### src/rtl/load_counter_sched.sv
// load_counter_sched: round-robin scheduler that shares one load_counter
// among NUM_REQ requesters. Each job does three things in order: it loads the
// counter with the winner's start value, lets the counter run for the
// winner's run length, and then returns the final count with a done pulse.
//
//   state  | meaning
//   -------+-----------------------------------------------------------
//   IDLE   | waiting for a request; arbitrate and latch the winner
//   LOAD   | grant pulse, counter load strobe, run length armed
//   RUN    | counter free-runs; capture count when remaining hits 1
//   DONE   | done pulse to the owner, result valid
module load_counter_sched #(
    parameter int NUM_REQ = 4,
    parameter int DATA_W  = 10,
    parameter int LEN_W   = 6
) (
    input  logic                      clk,
    input  logic                      reset,
    input  logic [NUM_REQ-1:0]        req,
    input  logic [NUM_REQ*DATA_W-1:0] req_data,
    input  logic [NUM_REQ*LEN_W-1:0]  req_len,
    output logic [NUM_REQ-1:0]        grant,
    output logic [NUM_REQ-1:0]        done,
    output logic [DATA_W-1:0]         result,
    output logic                      busy,
    output logic                      cnt_load_en,
    output logic [DATA_W-1:0]         cnt_data_in,
    input  logic [DATA_W-1:0]         cnt_count_out
);
    localparam int PTR_W = $clog2(NUM_REQ);

    typedef enum logic [1:0] {
        S_IDLE = 2'd0,
        S_LOAD = 2'd1,
        S_RUN  = 2'd2,
        S_DONE = 2'd3
    } state_t;

    state_t              state, state_nxt;
    logic [PTR_W-1:0]    ptr;
    logic [PTR_W-1:0]    owner;
    logic [PTR_W-1:0]    win_idx;
    logic                win_found;
    logic [DATA_W-1:0]   sel_data;
    logic [LEN_W-1:0]    sel_len;
    logic [DATA_W-1:0]   data_lat;
    logic [LEN_W-1:0]    len_lat;
    logic [LEN_W-1:0]    remaining;
    logic [DATA_W-1:0]   result_q;
    logic [NUM_REQ-1:0]  owner_oh;

    // Round-robin pick: the smallest rotation distance k from the pointer wins,
    // so the loop walks k downwards and the last hit is the closest requester.
    always_comb begin
        win_idx   = '0;
        win_found = 1'b0;
        for (int k = NUM_REQ - 1; k >= 0; k--) begin
            for (int i = 0; i < NUM_REQ; i++) begin
                if (req[i] && ((int'(ptr) + k == i) || (int'(ptr) + k == i + NUM_REQ))) begin
                    win_idx   = PTR_W'(i);
                    win_found = 1'b1;
                end
            end
        end
    end

    // Mux the winner's start value and run length out of the packed buses.
    always_comb begin
        sel_data = '0;
        sel_len  = '0;
        for (int i = 0; i < NUM_REQ; i++) begin
            if (win_idx == PTR_W'(i)) begin
                sel_data = req_data[i*DATA_W +: DATA_W];
                sel_len  = req_len[i*LEN_W +: LEN_W];
            end
        end
    end

    assign owner_oh = NUM_REQ'(1) << owner;

    // State register.
    always_ff @(posedge clk) begin
        if (reset) begin
            state <= S_IDLE;
        end else begin
            state <= state_nxt;
        end
    end

    // Next-state and Moore-decoded strobes.
    always_comb begin
        state_nxt   = state;
        grant       = '0;
        done        = '0;
        cnt_load_en = 1'b0;
        case (state)
            S_IDLE: begin
                if (win_found) state_nxt = S_LOAD;
            end
            S_LOAD: begin
                state_nxt   = S_RUN;
                grant       = owner_oh;
                cnt_load_en = 1'b1;
            end
            S_RUN: begin
                if (remaining == LEN_W'(1)) state_nxt = S_DONE;
            end
            S_DONE: begin
                state_nxt = S_IDLE;
                done      = owner_oh;
            end
            default: state_nxt = S_IDLE;
        endcase
    end

    // Job datapath: latch winner, arm the run length, advance pointer, capture count.
    always_ff @(posedge clk) begin
        if (reset) begin
            ptr       <= '0;
            owner     <= '0;
            data_lat  <= '0;
            len_lat   <= '0;
            remaining <= '0;
            result_q  <= '0;
        end else begin
            case (state)
                S_IDLE: begin
                    if (win_found) begin
                        owner    <= win_idx;
                        data_lat <= sel_data;
                        len_lat  <= sel_len;
                    end
                end
                S_LOAD: begin
                    // A zero run length is treated as one so every job returns a count.
                    remaining <= (len_lat == '0) ? LEN_W'(1) : len_lat;
                    ptr       <= (owner == PTR_W'(NUM_REQ - 1)) ? '0 : owner + 1'b1;
                end
                S_RUN: begin
                    remaining <= remaining - 1'b1;
                    if (remaining == LEN_W'(1)) result_q <= cnt_count_out;
                end
                default: ;
            endcase
        end
    end

    assign busy        = (state != S_IDLE);
    assign result      = result_q;
    assign cnt_data_in = data_lat;

endmodule

### config.mk
export PLATFORM = sky130hd
export DESIGN_NAME = load_counter_sched
export DESIGN_NICKNAME = d
export VERILOG_FILES = /design/src/rtl/load_counter_sched.sv
export SDC_FILE = /design/constraint.sdc
export NUM_CORES = 1
export LEC_CHECK = 0
export BUFFER_PORTS_ARGS = -buffer_cell sky130_fd_sc_hd__clkbuf_2
export CORE_MARGIN = 2
export CORE_UTILIZATION = 45
export DETAILED_ROUTE_END_ITERATION = 12
export PLACE_DENSITY_LB_ADDON = 0.2
export SLEW_MARGIN = 30
export SYNTH_ARGS = -nofsm -noshare
export SYNTH_HDL_FRONTEND = slang
export SYNTH_SLANG_ARGS = --single-unit
### constraint.sdc
create_clock -name clk -period 2.3 [get_ports clk]
set_clock_uncertainty 0.05 [all_clocks]
set_input_delay 0.46 -clock clk [delete_from_list [all_inputs] [get_ports clk]]
set_output_delay 0.46 -clock clk [all_outputs]
set_load 0.02 [all_outputs]
; Word-level counts from Yosys, hierarchy flattened
; Index checks and enable logic that the tools add are counted.
[op_classes]
reduce_logical = 40
n_addsub = 5
shift = 1
n_mux = 48
n_eq_ne = 34
[op_table]
columns = op, n
row1 = 32-bit by 4-bit == test with 1-bit output (second input constant), 9
row2 = 32-bit by 3-bit == test with 1-bit output (second input constant), 6
row3 = 32-bit zero test, 4
row4 = 32-bit by 2-bit == test with 1-bit output (second input constant), 3
row5 = 10-bit two-way mux, 4
row6 = 2-bit two-way mux, 17
row7 = 6-bit two-way mux, 5
row8 = 1-bit two-way mux, 18
row9 = 1-bit logical AND, 16
row10 = 2-bit == test (second input constant), 7
row11 = 1-bit logical OR, 12
row12 = 6-bit case mux with 2 select lines, 1
row13 = 3-bit == test (second input constant), 3
row14 = 4-bit two-way mux, 2
row15 = 2-bit case mux with 4 select lines, 1
row16 = 2-bit by 2-bit adder with 3-bit output (second input constant), 2
row17 = 2-bit by 1-bit == test with 1-bit output (second input constant), 3
row18 = 6-bit by 1-bit == test with 1-bit output (second input constant), 1
row19 = 6-bit zero test, 1
row20 = 2-bit AND reduction, 3
row21 = 6-bit by 1-bit subtractor with 6-bit output (second input constant), 1
row22 = 2-bit zero test, 2
row23 = 2-bit != test (second input constant), 2
row24 = 2-bit nonzero test, 2
row25 = 3 further kinds, 3
[totals]
register_bits = 38
out_inout_bits = 30

; Logic depth before layout (Yosys ltp)
; Gate-level depths: netlist (run 1).
[depth]
ltp_word = 24
ltp_mapped = 8
mapped_depth_nobuf = 7

; Least setup slack after synthesis (run 1)
; No wires, ideal clock.
[synth_timing]
kind = in2reg
from = input req[1]
to = register data_lat[8] (netlist: cnt_data_in[8])
setup_slack_ns = 0.321
setup_ns = 0.115
stages = 7
n_path_buf = 2
arrival_time_ns = 1.814
cell_sequence = clkbuf_2 -> nor2b_1 -> a221oi_2 -> or2_1 -> buf_2 -> or4_1 -> and3_1
[synth_via]
elab_chain_cells = 21
word_cells_on_any_way = 43
cone_classes = eq/ne: 3 / mux: 34 / reduce/logical: 6
[synth_lines]
columns = element, line
row1 = from (decl), 19  ; input logic [NUM_REQ-1:0] req,
row2 = 1-bit logical AND, 59  ; if (req[i] && ((int'(ptr) + k == i) || (int'(ptr) + k == i + NUM_REQ))) begin
row3 = 1-bit two-way mux, 59
row4 = 2-bit two-way mux (14 in series), 59
row5 = 2-bit zero test, 72  ; if (win_idx == PTR_W'(i)) begin
row6 = 10-bit two-way mux (4 in series), 72
row7 = to (signal assigned), 130  ; data_lat <= sel_data;
row8 = to (decl), 46  ; logic [DATA_W-1:0] data_lat;
; Several ways; a longest one is shown, not always the timed one.
; A chain may end at the register's enable or synchronous reset.

; Final worst setup path (run 1)
[layout_timing]
from = register ptr[1]
to = register data_lat[7] (netlist: cnt_data_in[7])
[layout_via]
elab_chain_cells = 24
word_cells_on_any_way = 99
cone_classes = add/sub: 3 / eq/ne: 27 / mux: 35 / reduce/logical: 34
[layout_lines]
columns = element, line
row1 = from (decl), 40  ; logic [PTR_W-1:0] ptr;
row2 = from (signal assigned), 137  ; ptr <= (owner == PTR_W'(NUM_REQ - 1)) ? '0 : owner + 1'b1;
row3 = 2-bit by 2-bit adder with 3-bit output, 59
row4 = 32-bit by 2-bit == test with 1-bit output or 32-bit by 4-bit == test with 1-bit output (tied branches), 59
row5 = 1-bit logical OR, 59
row6 = 1-bit logical AND, 59
row7 = 1-bit two-way mux, 59
row8 = 2-bit two-way mux (14 in series), 59
row9 = 2-bit zero test, 72
row10 = 10-bit two-way mux (4 in series), 72
; Several ways; a longest one is shown, not always the timed one.

==> metrics.md, run 1 <==
| Metric | Value |
|---|---|
| Status | completed |
| Most numerous cell on the critical path | o31ai_1 |
| Setup crit start kind | flop |
| Yosys Warn Count | 0 |
| Sw frac | 41.42% |
| Switch Pwr | 1.406 mW |
| Async SR Flop Fraction | 0% |
| Tmin final | 1.991 ns |
| Core area | 5107 sq um |
| Total chip power | 3.394 mW |
| Clock Latency Late Sink | a little under 0.3 ns |
| Synth Cell Area | 2384 sq um |
| Commonest non-fill, non-tap cell in the layout | clkbuf_2 |
| Clock power share | 19.8% |
| Top_reg_cell synth | dfxtp_1 |
| Crit path max-delay family | compound AO/OA/AOI/OAI gates |
| Worst path cell trace | nand2_1, a221oi_2, or2_1, buf_4, o31ai_1, o31ai_1 |
| Routed vias/inst | 5.251 |
| Worst R2R Path Depth | 6 |
| Chip width | ~77 um |
| RSZ-0062 raised after global routing | no |
| Worst Hold Depth | 3 |
| Crit share post-route | between 80% and 90% |
| Die height | 76.78 um |
| Final setup viols | 0 |
| Root Driver | clkbuf_8 |
| Placed Area | 3002 sq um |
| Hold crit path type | in2reg |
| Total clock sinks | 38 |
| Worst vdd ir | 0.4676 mV |
| Die ar. | 5895 sq um |
| Area of the multi-input gates | 1431 sq um |
| Slew @ Worst Pin | 0.6659 ns |
| Floorplan row count | 26 |
| Setup bufs post-CTS | 0 |
| Total Routed Length | around 6200 um |
| First-pass iteration count of the detailed router | 4 |
| CTS tree | yes |
| Setup TNS | 0 ns |
| Int Power | 1.988 mW |
| Area grow syn2layout | 31.71% |
| Filler cell count | 471 |
| Antenna violations before repair | 0 |
| Vias in the first global route | around 2300 |
| Synth Register Bits | 38 |
| Post-synthesis mux area share | 7.559% |
| Fmax achieved | about 0.50 GHz |
| DRT iter0 DRCs | 95 |
| Starting Density | 46.67% |
| H-tree levels | 2 |
| Largest stage delay on the critical path | roughly 0.50 ns |
| Global-route wire length before repair | 10300 um |
| Dpl hpwl | 4930 um |
| Num CTS Buffers | 5 |
| IO buf count | about 110 |
| Layout cells sized above 1 | 33.42% |
| Synth Net Count | 386 |
| Max Cap Viol | 0 |
| Worst-path clk slew | 0.08 ns |
| Hold Path End | result[2] |
| Drt wl/cell | 13.04 um |
| R2R Path Start | ptr[1] |
| Flop pwr share | between 30 and 40% |
| Post-CTS resize count | 0 |
| Critical path endpoint category | flop |
| Gpl congestion | 0.8631 |
| CP arrival | between 2 and 2.5 ns |
| WP data required | 2.44 ns |
| Diode count | 0 |
| Synth Area in Adders | 5.249% |
| CP max FO | 11 |
| Post-synthesis simple-gate area fraction | 22.36% |
| CP bufs+invs | 1 |
| WS Path Type | reg2reg |
| PwrDens | roughly 1100 nW/um^2 |
| Crit-path slowest cell | dfxtp_1 |
| Largest family of logic cells by synthesized area | compound AO/OA/AOI/OAI gates |
| Reg-to-Reg End | cnt_data_in[7] |
| Largest net degree at the start of global routing | 30 |
| Syn_area_per_cell | approximately 8 sq um |
| CTS Hold Buffers Added | 0 |
| Hold Crit Start | cnt_count_out[2] |
| DRT antenna net count | 0 |
| Sequential area share after synthesis | 31.92% |
| EDFF count, synth | 0 |
| DRC | 0 |
| Compound-Gate Fraction of Synth Area | about a quarter |
| Most frequent cells in the layout | clkbuf_2 (109), dfxtp_1 (38), nor2_1 (29) |
| Max Buffers Root-to-Sink | 2 |
| Slew headroom | a little under three fifths |
| Synth Instances | between 200 and 300 |
| Register area | about 760 sq um |
| GRT overflow | 0 |
| Reg2Reg Setup Slack | 0.31 ns |
| Combinational power share | 49.7% |
| I/O pin cnt | 110 |
| GRT Total Usage | 21.12% |
| Finished Core Util | 61.47% |
| Final hold violation count | 0 |
| Layout Nets | 493 |
| Post-synthesis xor/xnor area fraction | 0% |
| Final Cell Area | roughly 3100 sq um |
| Max-slew violations | 0 |
| Vias | 2489 |
| Number of distinct library cells after synthesis | 49 |
| Leakage | 1.560 nW |
==> synth_stat cells, types with 2 or more instances <==
| master | number | area (sq um) |
|---|---|---|
| inv_1 | 25 | 93.84 |
| nand2_1 | 18 | 67.56 |
| a211oi_1 | 7 | 52.55 |
| a211o_1 | 2 | 17.52 |
| a22oi_1 | 4 | 30.03 |
| nor2_1 | 29 | 108.9 |
| mux2i_1 | 18 | 180.2 |
| o211ai_1 | 2 | 15.01 |
| nor4_1 | 3 | 18.77 |
| and2_1 | 8 | 50.05 |
| clkbuf_1 | 8 | 30.03 |
| nor2b_1 | 2 | 12.51 |
| a31oi_1 | 12 | 75.07 |
| nand3_1 | 3 | 15.01 |
| dfxtp_1 | 38 | 760.7 |
| o31ai_1 | 22 | 165.2 |
| o21a_1 | 3 | 22.52 |
| buf_2 | 8 | 40.04 |
| o21ai_0 | 6 | 30.03 |
| ha_1 | 10 | 125.1 |
| nor3_1 | 23 | 115.1 |
| o21bai_1 | 4 | 30.03 |
| or4_1 | 5 | 37.54 |
| or3_1 | 2 | 12.51 |
| a21oi_1 | 4 | 20.02 |
| or2_2 | 2 | 12.51 |
| o41ai_1 | 4 | 35.03 |
| and3_1 | 2 | 12.51 |
| nand2b_1 | 2 | 12.51 |
==> layer usage <==
| metal | GRT usage (%) | up-vias | part of all wire (%) |
|---|---|---|---|
| li1 | - | 1290 | - |
| met5 | 0 | - | 0 |
| met2 | 34.30 | 94 | 46 |
| met1 | 28.12 | 1095 | 46 |
| met4 | 7.455 | 0 | 1.7 |
| met3 | 3.765 | 10 | 6.4 |
==> worst max-delay path by stage <==
stage,start,to,slack (ns),depth (start not counted)
global route,ptr[0],len_lat[3],0.13,5
global placement,req[3],len_lat[0],0.19,6
CTS,ptr[0],len_lat[0],0.33,5
floorplan,req[1],cnt_data_in[8],0.32,7
finish,ptr[1],cnt_data_in[7],0.31,6
detailed placement,req[2],cnt_data_in[8],0.15,6
==> flip-flops by register name, summed over array words and instances (netlist names) <==
register     flops
result          10
len_lat          6
remaining        6
owner            2
ptr              2
cnt_data_in     10
state            2
==> area by class of cell <==
cell class,count,share of cell area (%)
clock inverters,3,2.192
repair buffers,120,20.01
inverters,25,2.989
clock buffers,5,2.192
multi-input cells,213,45.60
flip-flops and latches,38,24.23
well taps,70,2.790
==> per-stage QoR <==
stage	worst slack [ns]	hold WS [ns]	instances
6_report	0.3089	0.3540	474
3_5_place_dp	0.1516	0.3965	466
4_1_cts	0.3341	0.3457	474
2_1_floorplan	0.3206	0.3751	296
5_1_grt	0.1261	0.3541	474
3_3_place_gp	0.1902	0.3861	466
==> cells by family after synthesis <==
group                      Yosys count
AOI/OAI and AO/OA                   79
adders and majority gates           10
buffers and inverters               45
DFF                                 38
muxes                               18
and+or+nand+nor                    106
==> tightest hold or removal path, stage by stage <==
cell and delay (ns):
clkbuf_2 0.07, mux2i_1 0.06, nor2_1 0.07
==> power groups by stage <==
stage | clock, mW | sequential [mW] | combinational, mW
2_1_floorplan | 0 | 1.11 | 1.11
3_3_place_gp | 0 | 1.04 | 1.65
3_5_place_dp | 0 | 1.05 | 1.68
4_1_cts | 0.686 | 1.03 | 1.69
5_1_grt | 0.710 | 1.07 | 1.88
6_report | 0.673 | 1.03 | 1.69
Note: power is estimated with default switching activity, not from simulation.
==> run 2: changes to the inputs <==
PLACE_DENSITY = 0.73   (was unset)
PLACE_DENSITY_LB_ADDON = unset   (was 0.2)
==> run 2 against run 1 <==
  * Sequential share of layout area stayed put
  * Fmax is 0.85% higher
  * Core utilization unchanged
  * Count of clock-buffer cells in the layout stayed put
  * Sequential cell count unchanged
  * Setup slack gained 0.017 ns
  * Cell count is the same
  * Via count rose by 1.6%
  * Global-route usage rose by 0.88 points
  * Highest routed layer unchanged
==> metrics.md, run 2 (synthesis results as in run 1) <==
| Metric | Value |
|---|---|
| Global-route wire length before repair | 10700 um (was 10300 um) |
| Number of instances in the placed design | 466 (unchanged) |
| Largest stage delay on the critical path | 0.57 ns (was 0.50 ns) |
| Setup bufs post-CTS | 0 (unchanged) |
| Total clock sinks | 38 (unchanged) |
| Crit-path slowest cell | nor2_2 (was dfxtp_1) |
| Largest net degree at the start of global routing | 30 (unchanged) |
| DRT iter0 DRCs | 119 (was 95) |
| Area grow syn2layout | 31.71% (unchanged) |
| RSZ-0062 raised after global routing | no (unchanged) |
| Commonest non-fill, non-tap cell in the layout | clkbuf_2 (unchanged) |
| Drt wl/cell | 13.59 um (was 13.04 um) |
| GR met3 Demand/Resource | 4.353% (was 3.765%) |
| Max Buffers Root-to-Sink | 2 (unchanged) |
| Worst path cell trace | nor2b_1, o21a_1, nor2_2, o31ai_1, o31ai_1 (was nand2_1, a221oi_2, or2_1, buf_4, o31ai_1, o31ai_1) |
| Leakage | 1.559 nW (was 1.560 nW) |
| Crit share post-route | 85.84% (was 86.57%) |
| Slew @ Worst Pin | 0.7412 ns (was 0.6659 ns) |
| Final hold violation count | 0 (unchanged) |
| Chip width | 76.78 um (unchanged) |
| R2R Path Start | ptr[1] (unchanged) |
| Filler cell count | 475 (was 471) |
| Clock Latency Late Sink | 0.29 ns (about the same) |
| IO buf count | 109 (unchanged) |
| Dpl hpwl | 5008 um (was 4930 um) |
| Most frequent cells in the layout | clkbuf_2 (109), dfxtp_1 (38), nor2_1 (29) (unchanged) |
| Die ar. | 5895 sq um (unchanged) |
| Total Routed Length | 6444 um (was 6183 um) |
| GRT Total Usage | 22.00% (was 21.12%) |
| Diode count | 0 (unchanged) |
| CP arrival | 2.13 ns (about the same) |
| Starting Density | 46.67% (unchanged) |
| Tmin final | 1.974 ns (was 1.991 ns) |
| WP data required | 2.46 ns (was 2.44 ns) |
| Reg-to-Reg End | cnt_data_in[6] (was cnt_data_in[7]) |
| Gpl congestion | 0.8321 (was 0.8631) |
| Num CTS Buffers | 5 (unchanged) |
| DRT antenna net count | 0 (unchanged) |
| Status | completed (unchanged) |
| Setup crit start kind | flop (unchanged) |
| Non-filler cells, final | 474 (unchanged) |
| Vias in the first global route | 2412 (was 2250) |
| GRT overflow | 0 (unchanged) |
| Worst R2R Path Depth | 5 (was 6) |
| Setup TNS | 0 ns (unchanged) |
| DRC | 0 (unchanged) |
| PwrDens | 1083 nW/um^2 (was 1081 nW/um^2) |
| WS Path Type | reg2reg (unchanged) |
| Worst Setup SP | ptr[1] (unchanged) |
| Max Cap Viol | 0 (unchanged) |
| CTS Hold Buffers Added | 0 (unchanged) |
| Core area | 5107 sq um (unchanged) |
| Slew headroom | 50.25% (was 55.31%) |
| Layout cells sized above 1 | 33.42% (unchanged) |
| Vias | 2529 (was 2489) |
| H-tree levels | 2 (unchanged) |
| Fmax achieved | 0.5065 GHz (was 0.5022 GHz) |
| Antenna violations before repair | 0 (unchanged) |
| Worst-path clk slew | 0.08 ns (about the same) |
| Max-slew violations | 0 (unchanged) |
| Critical Path End | cnt_data_in[6] (was cnt_data_in[7]) |
| I/O pin cnt | 110 (unchanged) |
| Root Driver | clkbuf_8 (unchanged) |
| Floorplan row count | 26 (unchanged) |
| Hold crit path type | in2reg (unchanged) |
| Post-CTS resize count | 0 (unchanged) |
| CTS tree | yes (unchanged) |
| Final setup viols | 0 (unchanged) |
| GRT busiest layer | met2 (unchanged) |
| Die height | 76.78 um (unchanged) |
| First-pass iteration count of the detailed router | 6 (was 4) |
| Reg2Reg Setup Slack | 0.33 ns (was 0.31 ns) |
| Most numerous cell on the critical path | o31ai_1 (unchanged) |
| Layout Nets | 493 (unchanged) |
| Critical path endpoint category | flop (unchanged) |
| Met2 Use GR | 38.86% (was 34.30%) |
| CP max FO | 18 (was 11) |
| Routed vias/inst | 5.335 (was 5.251) |
| Worst vdd ir | 0.5636 mV (was 0.4676 mV) |
| Met1 GRT Util | 26.54% (was 28.12%) |
==> run 2: worst min-delay path by stage <==
stage / end / slack [ns] / cells past startpoint / start
after detailed placement: cnt_data_in[0] / 0.39 / 2 / cnt_data_in[0]
after global placement: len_lat[4] / 0.39 / 2 / len_lat[4]
after global routing: result[7] / 0.34 / 3 / cnt_count_out[7]
after floorplan: len_lat[4] / 0.38 / 2 / len_lat[4]
final: result[9] / 0.35 / 3 / cnt_count_out[9]
after CTS: result[9] / 0.34 / 3 / cnt_count_out[9]
==> run 2: power by group <==
part	internal, mW	total [mW]	switching, mW
clock	0.434	0.682	0.247
sequential	0.869	1.03	0.165
combinational	0.683	1.68	1.00
==> run 2: per-layer routing <==
metal	wire length [um]	part of all wire (%)
met1	2737	42
met2	3177	49
met3	457	7.1
met4	71	1.1
met5	0	0
==> run 2: cell type report <==
class | instances | area (sq um) | area share [%]
inverters | 25 | 93.84 | 2.989
well taps | 70 | 87.58 | 2.790
multi-input cells | 213 | 1431 | 45.60
clock buffers | 5 | 68.82 | 2.192
repair buffers | 120 | 628.1 | 20.01
flip-flops and latches | 38 | 760.7 | 24.23
clock inverters | 3 | 68.82 | 2.192
==> run 2: through the flow <==
step	util (%)	hold slack (ns)	worst slack [ns]	total power, mW	instance area (sq um)
floorplan	-	0.3751	0.3206	2.217	2384
global placement	58.77	0.3881	0.2045	2.692	3002
detailed placement	58.77	0.3921	0.1678	2.726	3002
CTS	61.47	0.3423	0.3229	3.416	3139
global route	61.47	0.3440	0.1420	3.666	3139
finish	61.47	0.3477	0.3257	3.401	3139
==> run 2: critical path, delay by kind of cell, from the launching register on <==
family           cells  cell delay (ns)
AO/OA/AOI/OAI        3             0.63
flip-flops           1             0.52
AND/OR/NAND/NOR      2             0.68
==> run 3: changes to the inputs <==
GPL_TIMING_DRIVEN = 0   (was unset)
==> run 3 against run 2 <==
  * Sequential share of layout area about the same
  * First-iteration DRC count up 0.84%
  * Sequential power about the same
  * Count of clock-buffer cells in the layout stayed put
  * Total power is 0.37% lower
  * Die area did not move
  * Critical path depth up 3
  * Critical endpoint is now cnt_data_in[2]
  * Largest cell class unchanged
==> metrics.md, run 3 (synthesis results as in run 1) <==
| Metric | Value |
|---|---|
| Status | completed (unchanged) |
| Vias | 2616 (was 2529) |
| Diode count | 0 (unchanged) |
| Crit share post-route | 92.36% (was 85.84%) |
| Antenna violations before repair | 0 (unchanged) |
| Gpl congestion | 0.8597 (was 0.8321) |
| Final Cell Area | 3142 sq um (was 3139 sq um) |
| CTS tree | yes (unchanged) |
| Max Buffers Root-to-Sink | 2 (unchanged) |
| PwrDens | 1078 nW/um^2 (was 1083 nW/um^2) |
| DRC | 0 (unchanged) |
| DRT antenna net count | 0 (unchanged) |
| Clock Latency Late Sink | 0.29 ns (about the same) |
| Vias in the first global route | 2371 (was 2412) |
| Hold crit path type | in2reg (unchanged) |
| Worst R2R Path Depth | 8 (was 5) |
| CP arrival | 2.28 ns (was 2.13 ns) |
| Layout Nets | 499 (was 493) |
| Slew headroom | 48.69% (was 50.25%) |
| Critical path endpoint category | flop (unchanged) |
| Die ar. | 5895 sq um (unchanged) |
| DRT iter0 DRCs | 120 (was 119) |
| Area grow syn2layout | 31.81% (was 31.71%) |
| Starting Density | 46.67% (unchanged) |
| Total Routed Length | 6580 um (was 6444 um) |
| Area of the multi-input gates | 1434 sq um (was 1431 sq um) |
| Worst setup margin | 0.1757 ns (was 0.3257 ns) |
| H-tree levels | 2 (unchanged) |
| Final setup viols | 0 (unchanged) |
| Most frequent cells in the layout | clkbuf_2 (107), dfxtp_1 (38), nor2_1 (28) (was clkbuf_2 (109), dfxtp_1 (38), nor2_1 (29)) |
| Worst vdd ir | 0.6056 mV (was 0.5636 mV) |
| Drt wl/cell | 13.71 um (was 13.59 um) |
| First-pass iteration count of the detailed router | 4 (was 6) |
| Core area | 5107 sq um (unchanged) |
| Die height | 76.78 um (unchanged) |
| Filler cell count | 485 (was 475) |
| Fmax achieved | 0.4707 GHz (was 0.5065 GHz) |
| Max-slew violations | 0 (unchanged) |
| RSZ-0062 raised after global routing | no (unchanged) |
| WS Path Type | reg2reg (unchanged) |
| Total clock sinks | 38 (unchanged) |
| Floorplan row count | 26 (unchanged) |
| Placed Area | 3002 sq um (unchanged) |
| Dpl hpwl | 5031 um (was 5008 um) |
| Setup crit start kind | flop (unchanged) |
| WP data required | 2.45 ns (was 2.46 ns) |
| Root Driver | clkbuf_8 (unchanged) |
| Routed vias/inst | 5.450 (was 5.335) |
| Final hold violation count | 0 (unchanged) |
| Layout cells sized above 1 | 32.44% (was 33.42%) |
| Worst-path clk slew | 0.08 ns (about the same) |
| Register area | 760.7 sq um (unchanged) |
| IO buf count | 106 (was 109) |
| Worst Hold Depth | 3 (unchanged) |
| Largest net degree at the start of global routing | 14 (was 30) |
| Tmin final | 2.124 ns (was 1.974 ns) |
| Commonest non-fill, non-tap cell in the layout | clkbuf_2 (unchanged) |
| CP max FO | 10 (was 18) |
| CTS Hold Buffers Added | 0 (unchanged) |
| Chip width | 76.78 um (unchanged) |
| Placement Setup Slack | -0.07931 ns (was 0.1678 ns) |
| Max Cap Viol | 0 (unchanged) |
| GRT overflow | 0 (unchanged) |
| GRT Total Usage | 22.08% (was 22.00%) |
| Global-route wire length before repair | 10750 um (was 10700 um) |
| I/O pin cnt | 110 (unchanged) |
| Leakage | 1.551 nW (was 1.559 nW) |
| Slew @ Worst Pin | 0.7646 ns (was 0.7412 ns) |
| Num CTS Buffers | 5 (unchanged) |
-- run 3: cell types whose count changed in the layout (fill, tap and decap cells not counted), sizes merged --
cell    before  now
clkbuf     114  120
-- run 3: repair_timing --
action                                  CTS  global route
hold endpoints to repair                  0             0
resized for setup                         0             1
endpoints found under the setup margin    0             1
buffers inserted                          0             0
-- run 3: final timing paths --
path                    end  slack, ns             start
max          cnt_data_in[2]       0.18          state[0]
min               result[1]       0.35  cnt_count_out[1]
max reg2reg  cnt_data_in[2]       0.18          state[0]
min reg2reg      len_lat[4]       0.41        len_lat[4]
-- run 3: power by group --
part / total (mW) / switching, mW / internal [mW] / leakage [nW]
clock: 0.684 / 0.249 / 0.435 / 0.0683
sequential: 1.03 / 0.159 / 0.869 / 0.312
combinational: 1.68 / 1.03 / 0.649 / 1.17
-- run 3: final cells by class --
class,count,area share [%]
Sequential cell,38,24.21
Timing Repair Buffer,106,16.89
Clock inverter,3,2.190
Clock buffer,5,2.190
Buffer,20,3.106
Multi-Input combinational cell,213,45.64
Inverter,25,2.987
Tap cell,70,2.788
-- run 3: metal layers --
layer	global-route usage (%)	vias to the layer above	wire length, um
li1	-	1301	-
met1	28.44	1193	2950
met2	36.58	107	3130
met3	2.941	15	357
met4	10.18	0	142
met5	0	-	0
-- run 3: stage by stage --
stage / setup TNS (ns) / power [mW] / util, % / instances / hold slack, ns
3_5_place_dp: -0.6859 / 2.697 / 58.77 / 472 / 0.3901
5_1_grt: 0 / 3.631 / 61.51 / 480 / 0.3617
6_report: 0 / 3.388 / 61.51 / 480 / 0.3548
4_1_cts: 0 / 3.387 / 61.47 / 480 / 0.3551
3_3_place_gp: -0.8913 / 2.672 / 58.77 / 472 / 0.3847
2_1_floorplan: 0 / 2.217 / - / 296 / 0.3751
-- run 3: critical path: stages (launching register included) --
cell and delay, ns:
dfxtp_1 0.34, inv_1 0.08, ha_1 0.28, o41ai_4 0.16, or2_2 0.29, clkbuf_1 0.22
a31oi_1 0.22, o31ai_1 0.12, o31ai_1 0.27
